**src/rtl/pipeline_stage_reg_pkg.sv**
```systemverilog
// rtl/pipeline_stage_reg_pkg.sv - shared state encoding and defaults for pipeline_stage_reg
package pipeline_stage_reg_pkg;

  // Occupancy of the stage: nothing held, head only, head plus skid.
  typedef enum logic [1:0] {
    ST_EMPTY = 2'd0,
    ST_MAIN  = 2'd1,
    ST_FULL  = 2'd2
  } stage_state_e;

  // Opcode shown downstream while the stage presents a bubble.
  localparam int NOP_OP_DEFAULT = 0;

  // Width of the backpressure cycle counter.
  localparam int STALL_W = 16;

  // Increment that sticks at all-ones instead of wrapping.
  function automatic logic [STALL_W-1:0] sat_inc(input logic [STALL_W-1:0] v);
    return (&v) ? v : v + STALL_W'(1);
  endfunction

endpackage

```
**src/rtl/pipeline_stage_reg_if.sv**
```systemverilog
// rtl/pipeline_stage_reg_if.sv - upstream/downstream handshake bundle of one stage boundary
interface pipeline_stage_reg_if #(
  parameter int DATA_W = 32,
  parameter int DEST_W = 6,
  parameter int OP_W   = 6
) ();
  import pipeline_stage_reg_pkg::*;

  logic               flush;
  logic               in_valid;
  logic               in_ready;
  logic [DATA_W-1:0]  alu_in;
  logic [DATA_W-1:0]  mem_in;
  logic [DEST_W-1:0]  dest_in;
  logic [OP_W-1:0]    op_in;
  logic               out_valid;
  logic               out_ready;
  logic [DATA_W-1:0]  alu_out;
  logic [DATA_W-1:0]  mem_out;
  logic [DEST_W-1:0]  dest_out;
  logic [OP_W-1:0]    op_out;
  logic [STALL_W-1:0] stall_cnt;

  // Surrounding pipeline: feeds words in, drains words out.
  modport master (
    output flush, in_valid, alu_in, mem_in, dest_in, op_in, out_ready,
    input  in_ready, out_valid, alu_out, mem_out, dest_out, op_out, stall_cnt
  );

  // The stage register itself.
  modport slave (
    input  flush, in_valid, alu_in, mem_in, dest_in, op_in, out_ready,
    output in_ready, out_valid, alu_out, mem_out, dest_out, op_out, stall_cnt
  );

endinterface

```
**src/rtl/pipeline_stage_reg_stage_entry.sv**
```systemverilog
// rtl/pipeline_stage_reg_stage_entry.sv - payload register with load and clear
module stage_entry #(
  parameter int W = 8
) (
  input  logic         clock,
  input  logic         reset,
  input  logic         clear,
  input  logic         load,
  input  logic [W-1:0] d,
  output logic [W-1:0] q
);

  logic [W-1:0] data_d;
  logic [W-1:0] data_q;

  // Clear wins over load so a squash never lets a new word slip in.
  always_comb begin
    data_d = data_q;
    if (clear) begin
      data_d = '0;
    end else if (load) begin
      data_d = d;
    end
  end

  // Payload storage, zeroed by reset.
  always_ff @(posedge clock or negedge reset) begin
    if (!reset) begin
      data_q <= '0;
    end else begin
      data_q <= data_d;
    end
  end

  assign q = data_q;

endmodule

```
**src/rtl/pipeline_stage_reg.sv**
```systemverilog
// rtl/pipeline_stage_reg.sv - valid/ready pipeline stage register with optional skid entry
module pipeline_stage_reg
  import pipeline_stage_reg_pkg::*;
#(
  parameter int              DATA_W = 32,
  parameter int              DEST_W = 6,
  parameter int              OP_W   = 6,
  parameter int              SKID   = 1,
  parameter logic [OP_W-1:0] NOP_OP = OP_W'(NOP_OP_DEFAULT)
) (
  input logic                 clock,
  input logic                 reset,
  pipeline_stage_reg_if.slave bus
);

  localparam int PAY_W    = 2 * DATA_W + DEST_W + OP_W;
  localparam bit HAS_SKID = (SKID != 0);

  stage_state_e       state_q, state_d;
  logic               in_ready_q, in_ready_d;
  logic [STALL_W-1:0] stall_cnt_q, stall_cnt_d;

  logic [PAY_W-1:0] in_pay;
  logic [PAY_W-1:0] head_pay;
  logic [PAY_W-1:0] skid_pay;
  logic [PAY_W-1:0] head_src;
  logic             head_load;
  logic             skid_load;
  logic             take_skid;
  logic             out_valid;
  logic             in_ready;
  logic             in_fire;
  logic             out_fire;

  assign in_pay    = {bus.alu_in, bus.mem_in, bus.dest_in, bus.op_in};
  assign out_valid = (state_q != ST_EMPTY);
  // With a skid entry, ready comes straight from a flop so out_ready never
  // reaches in_ready combinationally; without one, ready looks through.
  assign in_ready  = HAS_SKID ? in_ready_q : (!out_valid || bus.out_ready);
  assign in_fire   = bus.in_valid && in_ready;
  assign out_fire  = out_valid && bus.out_ready;
  assign head_src  = take_skid ? skid_pay : in_pay;

  // Occupancy transitions, entry load strobes, registered ready and stall count.
  always_comb begin
    state_d   = state_q;
    head_load = 1'b0;
    skid_load = 1'b0;
    take_skid = 1'b0;
    case (state_q)
      ST_EMPTY: begin
        if (in_fire) begin
          state_d   = ST_MAIN;
          head_load = 1'b1;
        end
      end
      ST_MAIN: begin
        if (in_fire && out_fire) begin
          head_load = 1'b1;
        end else if (in_fire && HAS_SKID) begin
          state_d   = ST_FULL;
          skid_load = 1'b1;
        end else if (out_fire) begin
          state_d = ST_EMPTY;
        end
      end
      ST_FULL: begin
        if (out_fire) begin
          state_d   = ST_MAIN;
          head_load = 1'b1;
          take_skid = 1'b1;
        end
      end
      default: state_d = ST_EMPTY;
    endcase
    // A squash discards everything, including a word accepted this cycle.
    if (bus.flush) begin
      state_d   = ST_EMPTY;
      head_load = 1'b0;
      skid_load = 1'b0;
      take_skid = 1'b0;
    end
    in_ready_d  = (state_d != ST_FULL);
    stall_cnt_d = (out_valid && !bus.out_ready) ? sat_inc(stall_cnt_q) : stall_cnt_q;
  end

  // Control state; the stall counter survives flush and clears only on reset.
  always_ff @(posedge clock or negedge reset) begin
    if (!reset) begin
      state_q     <= ST_EMPTY;
      in_ready_q  <= 1'b1;
      stall_cnt_q <= '0;
    end else begin
      state_q     <= state_d;
      in_ready_q  <= in_ready_d;
      stall_cnt_q <= stall_cnt_d;
    end
  end

  stage_entry #(.W(PAY_W)) u_head (
    .clock (clock),
    .reset (reset),
    .clear (bus.flush),
    .load  (head_load),
    .d     (head_src),
    .q     (head_pay)
  );

  // Never loaded in single-entry mode, so it reduces to constant zero there.
  stage_entry #(.W(PAY_W)) u_skid (
    .clock (clock),
    .reset (reset),
    .clear (bus.flush),
    .load  (skid_load && HAS_SKID),
    .d     (in_pay),
    .q     (skid_pay)
  );

  assign bus.in_ready  = in_ready;
  assign bus.out_valid = out_valid;
  assign bus.stall_cnt = stall_cnt_q;
  // Data fields show the head as-is; control fields turn into a bubble when empty.
  assign bus.alu_out   = head_pay[PAY_W-1 -: DATA_W];
  assign bus.mem_out   = head_pay[PAY_W-DATA_W-1 -: DATA_W];
  assign bus.dest_out  = out_valid ? head_pay[OP_W +: DEST_W] : '0;
  assign bus.op_out    = out_valid ? head_pay[0 +: OP_W] : NOP_OP;

endmodule

```
**src/flat_wrapper.sv**
```systemverilog
// flat-port wrapper written by rule: the top's interface ports become plain ports
module pipeline_stage_reg_flat import pipeline_stage_reg_pkg::*;
#(
  parameter int              DATA_W = 32,
  parameter int              DEST_W = 6,
  parameter int              OP_W   = 6,
  parameter int              SKID   = 1,
  parameter logic [OP_W-1:0] NOP_OP = OP_W'(NOP_OP_DEFAULT)
)
  (clock, reset, bus_flush, bus_in_valid, bus_alu_in, bus_mem_in, bus_dest_in, bus_op_in, bus_out_ready, bus_in_ready, bus_out_valid, bus_alu_out, bus_mem_out, bus_dest_out, bus_op_out, bus_stall_cnt);
  pipeline_stage_reg_if #(.DATA_W(DATA_W), .DEST_W(DEST_W), .OP_W(OP_W)) bus_i ();
  input logic clock;
  input logic reset;
  input wire logic [$bits(bus_i.flush)-1:0] bus_flush;
  input wire logic [$bits(bus_i.in_valid)-1:0] bus_in_valid;
  input wire logic [$bits(bus_i.alu_in)-1:0] bus_alu_in;
  input wire logic [$bits(bus_i.mem_in)-1:0] bus_mem_in;
  input wire logic [$bits(bus_i.dest_in)-1:0] bus_dest_in;
  input wire logic [$bits(bus_i.op_in)-1:0] bus_op_in;
  input wire logic [$bits(bus_i.out_ready)-1:0] bus_out_ready;
  output wire logic [$bits(bus_i.in_ready)-1:0] bus_in_ready;
  output wire logic [$bits(bus_i.out_valid)-1:0] bus_out_valid;
  output wire logic [$bits(bus_i.alu_out)-1:0] bus_alu_out;
  output wire logic [$bits(bus_i.mem_out)-1:0] bus_mem_out;
  output wire logic [$bits(bus_i.dest_out)-1:0] bus_dest_out;
  output wire logic [$bits(bus_i.op_out)-1:0] bus_op_out;
  output wire logic [$bits(bus_i.stall_cnt)-1:0] bus_stall_cnt;
  assign bus_i.flush = bus_flush;
  assign bus_i.in_valid = bus_in_valid;
  assign bus_i.alu_in = bus_alu_in;
  assign bus_i.mem_in = bus_mem_in;
  assign bus_i.dest_in = bus_dest_in;
  assign bus_i.op_in = bus_op_in;
  assign bus_i.out_ready = bus_out_ready;
  assign bus_in_ready = bus_i.in_ready;
  assign bus_out_valid = bus_i.out_valid;
  assign bus_alu_out = bus_i.alu_out;
  assign bus_mem_out = bus_i.mem_out;
  assign bus_dest_out = bus_i.dest_out;
  assign bus_op_out = bus_i.op_out;
  assign bus_stall_cnt = bus_i.stall_cnt;
  pipeline_stage_reg #(.DATA_W(DATA_W), .DEST_W(DEST_W), .OP_W(OP_W), .SKID(SKID), .NOP_OP(NOP_OP)) u_core (.clock(clock), .reset(reset), .bus(bus_i));
endmodule
```
**config.mk**
```make
export PLATFORM = sky130hd
export DESIGN_NAME = pipeline_stage_reg_flat
export DESIGN_NICKNAME = d
export VERILOG_FILES = /design/src/rtl/pipeline_stage_reg_pkg.sv /design/src/rtl/pipeline_stage_reg_if.sv /design/src/rtl/pipeline_stage_reg_stage_entry.sv /design/src/rtl/pipeline_stage_reg.sv /design/src/flat_wrapper.sv
export SDC_FILE = /design/constraint.sdc
export NUM_CORES = 1
export LEC_CHECK = 0
export ABC_CLOCK_PERIOD_IN_PS = 1600
export CAP_MARGIN = 20
export CORE_MARGIN = 2
export CORE_UTILIZATION = 45
export DETAILED_ROUTE_END_ITERATION = 8
export GPL_TIMING_DRIVEN = 0
export PLACE_DENSITY_LB_ADDON = 0.1
export RECOVER_POWER = 25
export SYNTH_ARGS = -nofsm -noshare
export SYNTH_HDL_FRONTEND = slang
export SYNTH_SLANG_ARGS = --single-unit
```
**constraint.sdc**
```tcl
create_clock -name clock -period 1.6 [get_ports clock]
set_clock_uncertainty 0.1 [all_clocks]
set_input_delay 0.32 -clock clock [delete_from_list [all_inputs] [get_ports clock]]
set_output_delay 0.32 -clock clock [all_outputs]
set_load 0.05 [all_outputs]
```
After elaboration in Yosys (flattened, before gate mapping)
Index checks and enable logic that the tools add are counted.
- output and inout port bits: 94
- input bits: 81
- word-level logic and storage cells: 45
- bits in registers: 171
- mux-type cells: 24
- bitwise operators: 1
- $add $sub $neg: 1
- reductions and logical operators: 11
- equality and inequality tests: 3
- operators with widths (cell ; count):
    $mux W76 ; 5
    $add A16 B1 Y16 const B ; 1
    $reduce_and A16 Y1 ; 1
    $mux W2 ; 6
    $mux W6 ; 2
    $mux W1 ; 9
    $pmux W2 S3 ; 1
    $reduce_bool A2 Y1 ; 3
    $logic_and A1 B1 Y1 ; 4
    $pmux W1 S3 ; 1
    $eq A2 B1 Y1 const B ; 1
    $eq A2 B2 Y1 const B ; 1
    $logic_not A2 Y1 ; 1
    $ne A2 B2 Y1 const B ; 1
    $reduce_and A2 Y1 ; 1
    $logic_not A1 Y1 ; 1
    $not A1 Y1 ; 1

Logic depth before layout (Yosys ltp)
Gate-level depths: netlist of run 1.
- word-level depth: 8
- depth in mapped cells: 7
- gate-level depth less buffers: 5

By module
From an unflattened synthesis of run 1, not the netlist that was laid out.
- cells, all modules: 682
- area total of the unflattened synthesis: 8211.6 um^2
- by module, submodules not included (module ; area an instance (um^2) ; cells an instance ; instances ; sequential area each (um^2)):
    stage_entry ; 3109.2 ; 245 ; 2 ; 1901.8
    pipeline_stage_reg ; 1993.2 ; 192 ; 1 ; 476.7

Least setup slack after synthesis of run 1
No wires, ideal clock.
- kind: reg2reg
- start point: reg u_core.stall_cnt_q[0], in the netlist u_core.bus.stall_cnt[0]
- end point: reg u_core.stall_cnt_q[1], in the netlist u_core.bus.stall_cnt[1]
- clock period less this slack: 2224 ps
- required time: 1372 ps
- arrival: 1997 ps
- library setup time: 128 ps
- path slack: -624 ps
- cell stages (with the launch flop): 6
- buffers on the path: 0
- cells stage by stage: dfrtp_1 -> ha_1 -> nand3_2 -> nor4_4 -> a21oi_2 -> mux2_1
- cells in the longest elaborated chain, start to end: 3
- elaborated cells between the ends (all ways): 4
- those cells by class: 1 x add/sub; 1 x bitwise; 2 x reduce/logical
- RTL lines (what ; line ; RTL):
    from (decl) ; pipeline_stage_reg.sv:21 ; logic [STALL_W-1:0] stall_cnt_q, stall_cnt_d;
    from (signal assigned) ; pipeline_stage_reg.sv:96 ; stall_cnt_q <= stall_cnt_d;
    branches (longest 3 deep; another with $add A16 B1 Y16) ; - ;
Parallel ways; which one is timed is not known.
A chain may end at the register's enable or synchronous reset.

Worst setup path in the final report of run 1
- start point: reg u_core.state_q[1]
- end point: out bus_out_valid
- cells in the longest elaborated chain, start to end: 1
- RTL lines (what ; line ; RTL):
    from (decl) ; pipeline_stage_reg.sv:19 ; stage_state_e state_q, state_d;
    from (signal assigned) ; pipeline_stage_reg.sv:94 ; state_q <= state_d;
    $reduce_bool A2 Y1 ; pipeline_stage_reg.sv:36 ; assign out_valid = (state_q != ST_EMPTY);
    to (decl) ; flat_wrapper.sv:22 ; output wire logic [$bits(bus_i.out_valid)-1:0] bus_out_valid;
No other way between the ends.

==> flow_metrics.env, run 1 <==
export IMPL_grt_max_degree=100
export IMPL_first_pass_iters=4
export IMPL_period_needed_ps=2043
export IMPL_io_pins=175
export IMPL_synth_top_family_by_area="simple AND/OR/NAND/NOR gates"
export IMPL_routabilityCongestion=0.7744
export IMPL_cp_end_kind="output port"
export IMPL_outcome="complete, but fails checks"
export IMPL_avgSynthCellArea_um2=9.774
export IMPL_nNetsFinal=1213
export IMPL_sw_frac_of_total_pct=33.55
export IMPL_grt_pass1_vias=7001
export IMPL_totalWireLength_mm=28.68
export IMPL_die_height_um=139.9
export IMPL_max_freq_mhz=489.6
export IMPL_clkPwrFrac_pct=31.9
export IMPL_route_detailed_drc=0
export IMPL_met2_usage_pct=39.13
export IMPL_violations="setup timing"
export IMPL_dpl_worst_slack_ps=-1073
export IMPL_cpMostUsedCell="buf_6"
export IMPL_cts_sinks=171
export IMPL_cp_arrival_ps=1620
export IMPL_placed_cell_area_um2=10690
export IMPL_rsz0062_at_grt="true"
export IMPL_synth_adder_area_share_pct=0.1506
export IMPL_seqPwrFrac_pct=37.6
export IMPL_avgRoutedWirePerCell_um=20.89
export IMPL_synthCells=850
export IMPL_peakVddDrop_uv=1181
export IMPL_area_growth_synth_to_final_pct=75.63
export IMPL_hp_class="in -> reg"
export IMPL_final_common_cell="dfrtp_1"
export IMPL_rows=49
export IMPL_synth_seq_cells=171
export IMPL_critical_path_class="reg -> out"
export IMPL_portBuffers=174
export IMPL_ys_warn_count=0
export IMPL_yosys_area_share_simple_pct=14.37
export IMPL_grt_overflow=0
export IMPL_path_delay_family="buffers and inverters"
export IMPL_worstPathRequired_ps=1180
export IMPL_cts_tree="yes"
export IMPL_ys_seq_area_share_pct=51.52
export IMPL_drt_iter0_drc=460
export IMPL_p_per_area_nw_per_um2=905.0
export IMPL_clk_latency_ps=440
export IMPL_syn_nets=932
export IMPL_synth_edf_count=0
export IMPL_cap_violations=0
export IMPL_crit_slowest_cell="dfrtp_1"
export IMPL_final_cell_mix="dfrtp_1, buf_4, nand2_4"
export IMPL_drv_slew=0
export IMPL_use_met1_pct=32.98
export IMPL_final_util_pct=80.95
export IMPL_synth_async_sr_flop_share_pct=100.0
export IMPL_synthXorXnorAreaFrac_pct=0.6325
export IMPL_vias=7606
export IMPL_yosys_cell_types_count=46
export IMPL_synthMuxAreaShare_pct=10.08
export IMPL_fin_area_um2=14590
export IMPL_grt_busiest_layer="met2"
export IMPL_hpwl_mm=14.06
export IMPL_whs_ps=365.8
export IMPL_diodes=0
export IMPL_hold_violations=0
export IMPL_leakagePower_nw=6.185
export IMPL_crit_buf_inv=4
export IMPL_fp_dieW_um=139.9
export IMPL_grt_antenna_before_repair=0
export IMPL_relSlewSlack_pct=28.82
export IMPL_drive_gt1_share_pct=62.85
export IMPL_ant_nets=0
export IMPL_clk_path_buf_depth=2
export IMPL_grt_total_usage_pct=24.19
export IMPL_htreeDepth=4
export IMPL_start_util_pct=46.09
export IMPL_cts_made_buffers=17
export IMPL_clkSlewWorstSetupHoldPaths_ps=60
export IMPL_slowest_delay_ps=400
export IMPL_synth_compound_area_share_pct=13.45
export IMPL_period_share_pct=127.7
export IMPL_path_cells="buf_6 > nor2_4 > clkbuf_16 > clkinvlp_4 > buf_6"
export IMPL_cts_root_buffer="clkbuf_16"
export IMPL_p_int_w=0.008775
export IMPL_fin_tns_setup_ps=-74000
export IMPL_vias_per_cell=5.540
export IMPL_syn_area_um2=8308
export IMPL_die_area_um2=19570
export IMPL_crit_path_max_fanout=5
export IMPL_pwr_share_comb_pct=30.5
export IMPL_worstMarginPinSlew_ps=1068
export IMPL_setup_ws_ps=-442.7
export IMPL_grt_first_pass_wirelength_mm=37.54
export IMPL_startpoint_type="register"
export IMPL_setup_violations=299
export IMPL_switchingPower_w=0.004430
export IMPL_use_met3_pct=5.643
export IMPL_ys_flop_type="dfrtp_1"
export IMPL_core_area_um2=18020
[stage by stage]
step,total power (W),std cells
final,0.01320,1373
after global routing,0.01362,1373
after CTS,0.01234,1346
after detailed placement,0.007929,1254
after global placement,0.007900,1253
after floorplan,0.006860,850
[sequential cells by signal, summed over array words and instances, names as in the netlist]
name and count:
u_core.state_q 2, u_core.u_skid.q 76, u_core.u_head.q 76, u_core.bus.stall_cnt 16, u_core.bus.in_ready 1
[cells by family (layout without fill, tap and decap cells)]
logic type,Yosys count,count (layout)
AO/OA/AOI/OAI,173,173
XOR/XNOR,6,6
adder cells (fa/ha/maj),1,1
buffers and inverters,133,427
flip-flops,171,171
multiplexers,83,83
AND/OR/NAND/NOR,283,283
[final timing paths]
check	startpoint	depth (start not counted)	endpoint	slack [ps]
worst max-delay path	u_core.state_q[1]$_DFF_PN0_	5	bus_out_valid	-440
worst min-delay path	bus_alu_in[11]	3	u_core.u_skid.q[55]$_DFFE_PN0P_	370
worst max register to register	u_core.state_q[0]$_DFF_PN0_	9	u_core.u_head.q[51]$_DFFE_PN0P_	-410
worst min register to register	u_core.bus.stall_cnt[6]$_DFFE_PN0P_	1	u_core.bus.stall_cnt[6]$_DFFE_PN0P_	390
max in group asynchronous	reset	3	u_core.bus.stall_cnt[0]$_DFFE_PN0P_	-200
min in group asynchronous	reset	2	u_core.u_head.q[47]$_DFFE_PN0P_	530
[final cells by class]
cell class	count	area, µm²
plain buffers	123	1308
clock buffers	22	464.2
clock inverters	10	116.4
fillers	1038	3433
inverters	7	30.03
multi-input cells	546	5236
flip-flops and latches	171	4302
well taps	229	286.5
repair buffers	265	2849
[layer usage]
metal  share of wire [%]  routed length [µm]
met1                  42               12000
met2                  51               14570
met3                 5.3                1518
met4                 2.1                 594
met5                   0                   0
[power groups by stage]
stage                     registers, W  logic, W  clock network, W
final                          0.00497   0.00403           0.00421
after global routing           0.00500   0.00423           0.00440
after CTS                      0.00489   0.00329           0.00417
after detailed placement       0.00498   0.00295                 0
after global placement         0.00497   0.00293                 0
after floorplan                0.00518   0.00168                 0
[timing repair]
item	CTS	global route
resized for setup	679	488
pin swaps	55	150
endpoints found under the setup margin	263	221
hold buffers	1	0
endpoints found under the hold margin	72	0
cloned	15	17
setup buffers	47	24
[cells in the mapped netlist, drive strengths merged, types with 2 or more instances]
master	number	area share, %
a2111oi	2	0.23
a211oi	80	7.2
a21oi	80	4.9
buf	95	8.1
clkbuf	31	1.4
dfrtp	170	51
inv	7	0.32
mux2	5	0.68
mux2i	78	9.4
nand2	160	7.2
nand2b	2	0.15
nand3	8	0.60
nand4	2	0.15
nor2	84	3.8
nor2b	14	1.1
nor3	3	0.24
nor4	3	0.48
o21ai	2	0.12
o31ai	2	0.35
or3	2	0.15
xor2	5	0.53
[tightest hold or removal path, stage by stage]
cell,delay (ps)
clkdlybuf4s50_1,420
nand2_1,80
a21oi_2,40
Note: power is estimated with default switching activity, not from simulation.
==> run 2, diff against run 1 <==
--- a/config.mk
+++ b/config.mk
@@ -6,7 +6,6 @@
 export NUM_CORES = 1
 export LEC_CHECK = 0
 export ABC_CLOCK_PERIOD_IN_PS = 1600
-export CAP_MARGIN = 20
 export CORE_MARGIN = 2
 export CORE_UTILIZATION = 45
 export DETAILED_ROUTE_END_ITERATION = 8
==> results of run 2 <==
Same layout as run 1: the final DEF is identical, and so are final timing and power.
==> run 3, diff against run 2 <==
--- a/config.mk
+++ b/config.mk
@@ -12,6 +12,7 @@
 export GPL_TIMING_DRIVEN = 0
 export PLACE_DENSITY_LB_ADDON = 0.1
 export RECOVER_POWER = 25
+export SLEW_MARGIN = 20
 export SYNTH_ARGS = -nofsm -noshare
 export SYNTH_HDL_FRONTEND = slang
 export SYNTH_SLANG_ARGS = --single-unit
==> run 3 against run 2 <==
Effect of this change: the run still ends with setup timing left; cell area fell by 6.1%; first-iteration DRC count decreased by 36%; hold slack worse by 50 ps; critical path depth increased by 1; sequential power is 0.8% lower; power fell by 3.0%; worst setup slack better by 28 ps; clock power decreased by 3%; critical path type unchanged; largest cell class unchanged; highest routed layer unchanged.
==> flow_metrics.env, run 3 (synthesized netlist as in run 1, its figures left out) <==
export IMPL_outcome="complete, but fails checks"
export IMPL_violations="setup timing"
export IMPL_clkSlewWorstSetupHoldPaths_ps=70
export IMPL_use_met1_pct=29.41
export IMPL_nNetsFinal=1192
export IMPL_worstPathRequired_ps=1180
export IMPL_clk_path_buf_depth=2
export IMPL_setup_violations=277
export IMPL_met2_usage_pct=34.97
export IMPL_grt_busiest_layer="met2"
export IMPL_dpl_worst_slack_ps=-1069
export IMPL_sw_frac_of_total_pct=33.12
export IMPL_diodes=0
export IMPL_peakVddDrop_uv=929.9
export IMPL_avgRoutedWirePerCell_um=18.75
export IMPL_first_pass_iters=5
export IMPL_cts_tree="yes"
export IMPL_drv_slew=0
export IMPL_cp_end_kind="output port"
export IMPL_path_cells="buf_6 > nor2_4 > buf_12 > clkbuf_16 > clkinvlp_4 > buf_6"
export IMPL_path_delay_family="buffers and inverters"
export IMPL_grt_overflow=0
export IMPL_final_cell_mix="buf_4, dfrtp_1, nand2_1"
export IMPL_clkPwrFrac_pct=32.0
export IMPL_crit_path_max_fanout=5
export IMPL_totalWireLength_mm=25.35
export IMPL_period_needed_ps=2014
export IMPL_grt_max_degree=96
export IMPL_htreeDepth=4
export IMPL_pwr_share_comb_pct=29.5
export IMPL_cp_arrival_ps=1590
export IMPL_setup_ws_ps=-414.3
export IMPL_grt_total_usage_pct=21.68
export IMPL_start_util_pct=46.09
export IMPL_fin_area_um2=13710
export IMPL_crit_buf_inv=5
export IMPL_io_pins=175
export IMPL_p_per_area_nw_per_um2=934.9
export IMPL_startpoint_type="register"
export IMPL_vias_per_cell=5.294
export IMPL_slowest_delay_ps=400
export IMPL_hp_class="in -> reg"
export IMPL_portBuffers=174
export IMPL_hold_depth=2
export IMPL_rsz0062_at_grt="true"
export IMPL_core_area_um2=18020
export IMPL_crit_slowest_cell="dfrtp_1"
export IMPL_max_freq_mhz=496.4
export IMPL_ant_nets=0
export IMPL_worstMarginPinSlew_ps=1010
export IMPL_rr_worst_depth=9
export IMPL_vias=7157
export IMPL_leakagePower_nw=5.741
export IMPL_grt_pass1_vias=6480
export IMPL_nFillCells=1223
export IMPL_cts_made_buffers=17
export IMPL_period_share_pct=125.9
export IMPL_grt_first_pass_wirelength_mm=34.10
export IMPL_cpMostUsedCell="buf_6"
export IMPL_routabilityCongestion=0.7744
export IMPL_fin_tns_setup_ps=-55870
export IMPL_hpwl_mm=14.06
export IMPL_drive_gt1_share_pct=54.32
export IMPL_route_detailed_drc=0
export IMPL_die_height_um=139.9
export IMPL_clk_latency_ps=440
export IMPL_hold_violations=0
export IMPL_critical_path_depth=6
export IMPL_final_common_cell="buf_4"
export IMPL_p_int_w=0.008569
export IMPL_rows=49
export IMPL_grt_antenna_before_repair=0
export IMPL_critical_path_class="reg -> out"
export IMPL_cts_root_buffer="clkbuf_16"
export IMPL_relSlewSlack_pct=32.64
export IMPL_area_growth_synth_to_final_pct=64.97
export IMPL_switchingPower_w=0.004244
export IMPL_die_area_um2=19570
export IMPL_cts_sinks=171
export IMPL_cap_violations=0
export IMPL_use_met3_pct=5.643
export IMPL_fp_dieW_um=139.9
export IMPL_seqPwrFrac_pct=38.5
export IMPL_placed_cell_area_um2=10690
export IMPL_drt_iter0_drc=296
run 3: what timing repair did:
action | in CTS | in global routing
pin swaps | 3 | 129
hold buffers | 1 | 0
endpoints found under the hold margin | 76 | 0
gates cloned | 1 | 20
resized for setup | 302 | 446
buffers inserted | 11 | 35
setup endpoints to repair | 263 | 210
run 3: power groups by stage:
stage	clock [W]	combinational, W	sequential, W
2_1_floorplan	0	0.00168	0.00518
3_3_place_gp	0	0.00293	0.00497
3_5_place_dp	0	0.00295	0.00497
4_1_cts	0.00410	0.00297	0.00490
5_1_grt	0.00432	0.00398	0.00497
6_report	0.00410	0.00377	0.00493
run 3: final timing paths:
check / from / endpoint / slack (ps)
setup reg to reg: u_core.state_q[1]$_DFF_PN0_ / u_core.u_head.q[17]$_DFFE_PN0P_ / -390
min in group asynchronous: reset / u_core.u_head.q[47]$_DFFE_PN0P_ / 490
hold reg to reg: u_core.bus.stall_cnt[6]$_DFFE_PN0P_ / u_core.bus.stall_cnt[6]$_DFFE_PN0P_ / 380
setup / recovery: u_core.state_q[1]$_DFF_PN0_ / bus_out_valid / -410
hold / removal: bus_out_ready / u_core.bus.in_ready$_DFF_PN1_ / 320
max in group asynchronous: reset / u_core.bus.stall_cnt[11]$_DFFE_PN0P_ / -110
run 3: per-layer routing:
layer / vias to the layer above / routed length, µm
met5: - / 0
met4: 0 / 282
met1: 3601 / 10920
met2: 159 / 12870
li1: 3373 / -
met3: 24 / 1274
run 3: through the flow:
stage	hold WS [ps]	utilization, %	cells	power [W]
finish	315.5	76.04	1352	0.01281
detailed placement	235.3	59.30	1254	0.007929
global placement	373.3	59.12	1253	0.007900
floorplan	-75.59	-	850	0.006860
CTS	350.2	62.99	1298	0.01197
global route	337.7	76.04	1352	0.01327
run 3: layout make-up:
| type | instances | area [µm²] | area share, % |
|---|---|---|---|
| Clock inverter | 12 | 112.6 | 0.8216 |
| Inverter | 7 | 30.03 | 0.2191 |
| Clock buffer | 20 | 466.7 | 3.405 |
| Tap cell | 229 | 286.5 | 2.091 |
| Sequential cell | 171 | 4302 | 31.39 |
| Timing Repair Buffer | 243 | 2567 | 18.73 |
| Multi-Input combinational cell | 546 | 4722 | 34.45 |
| Buffer | 124 | 1219 | 8.892 |
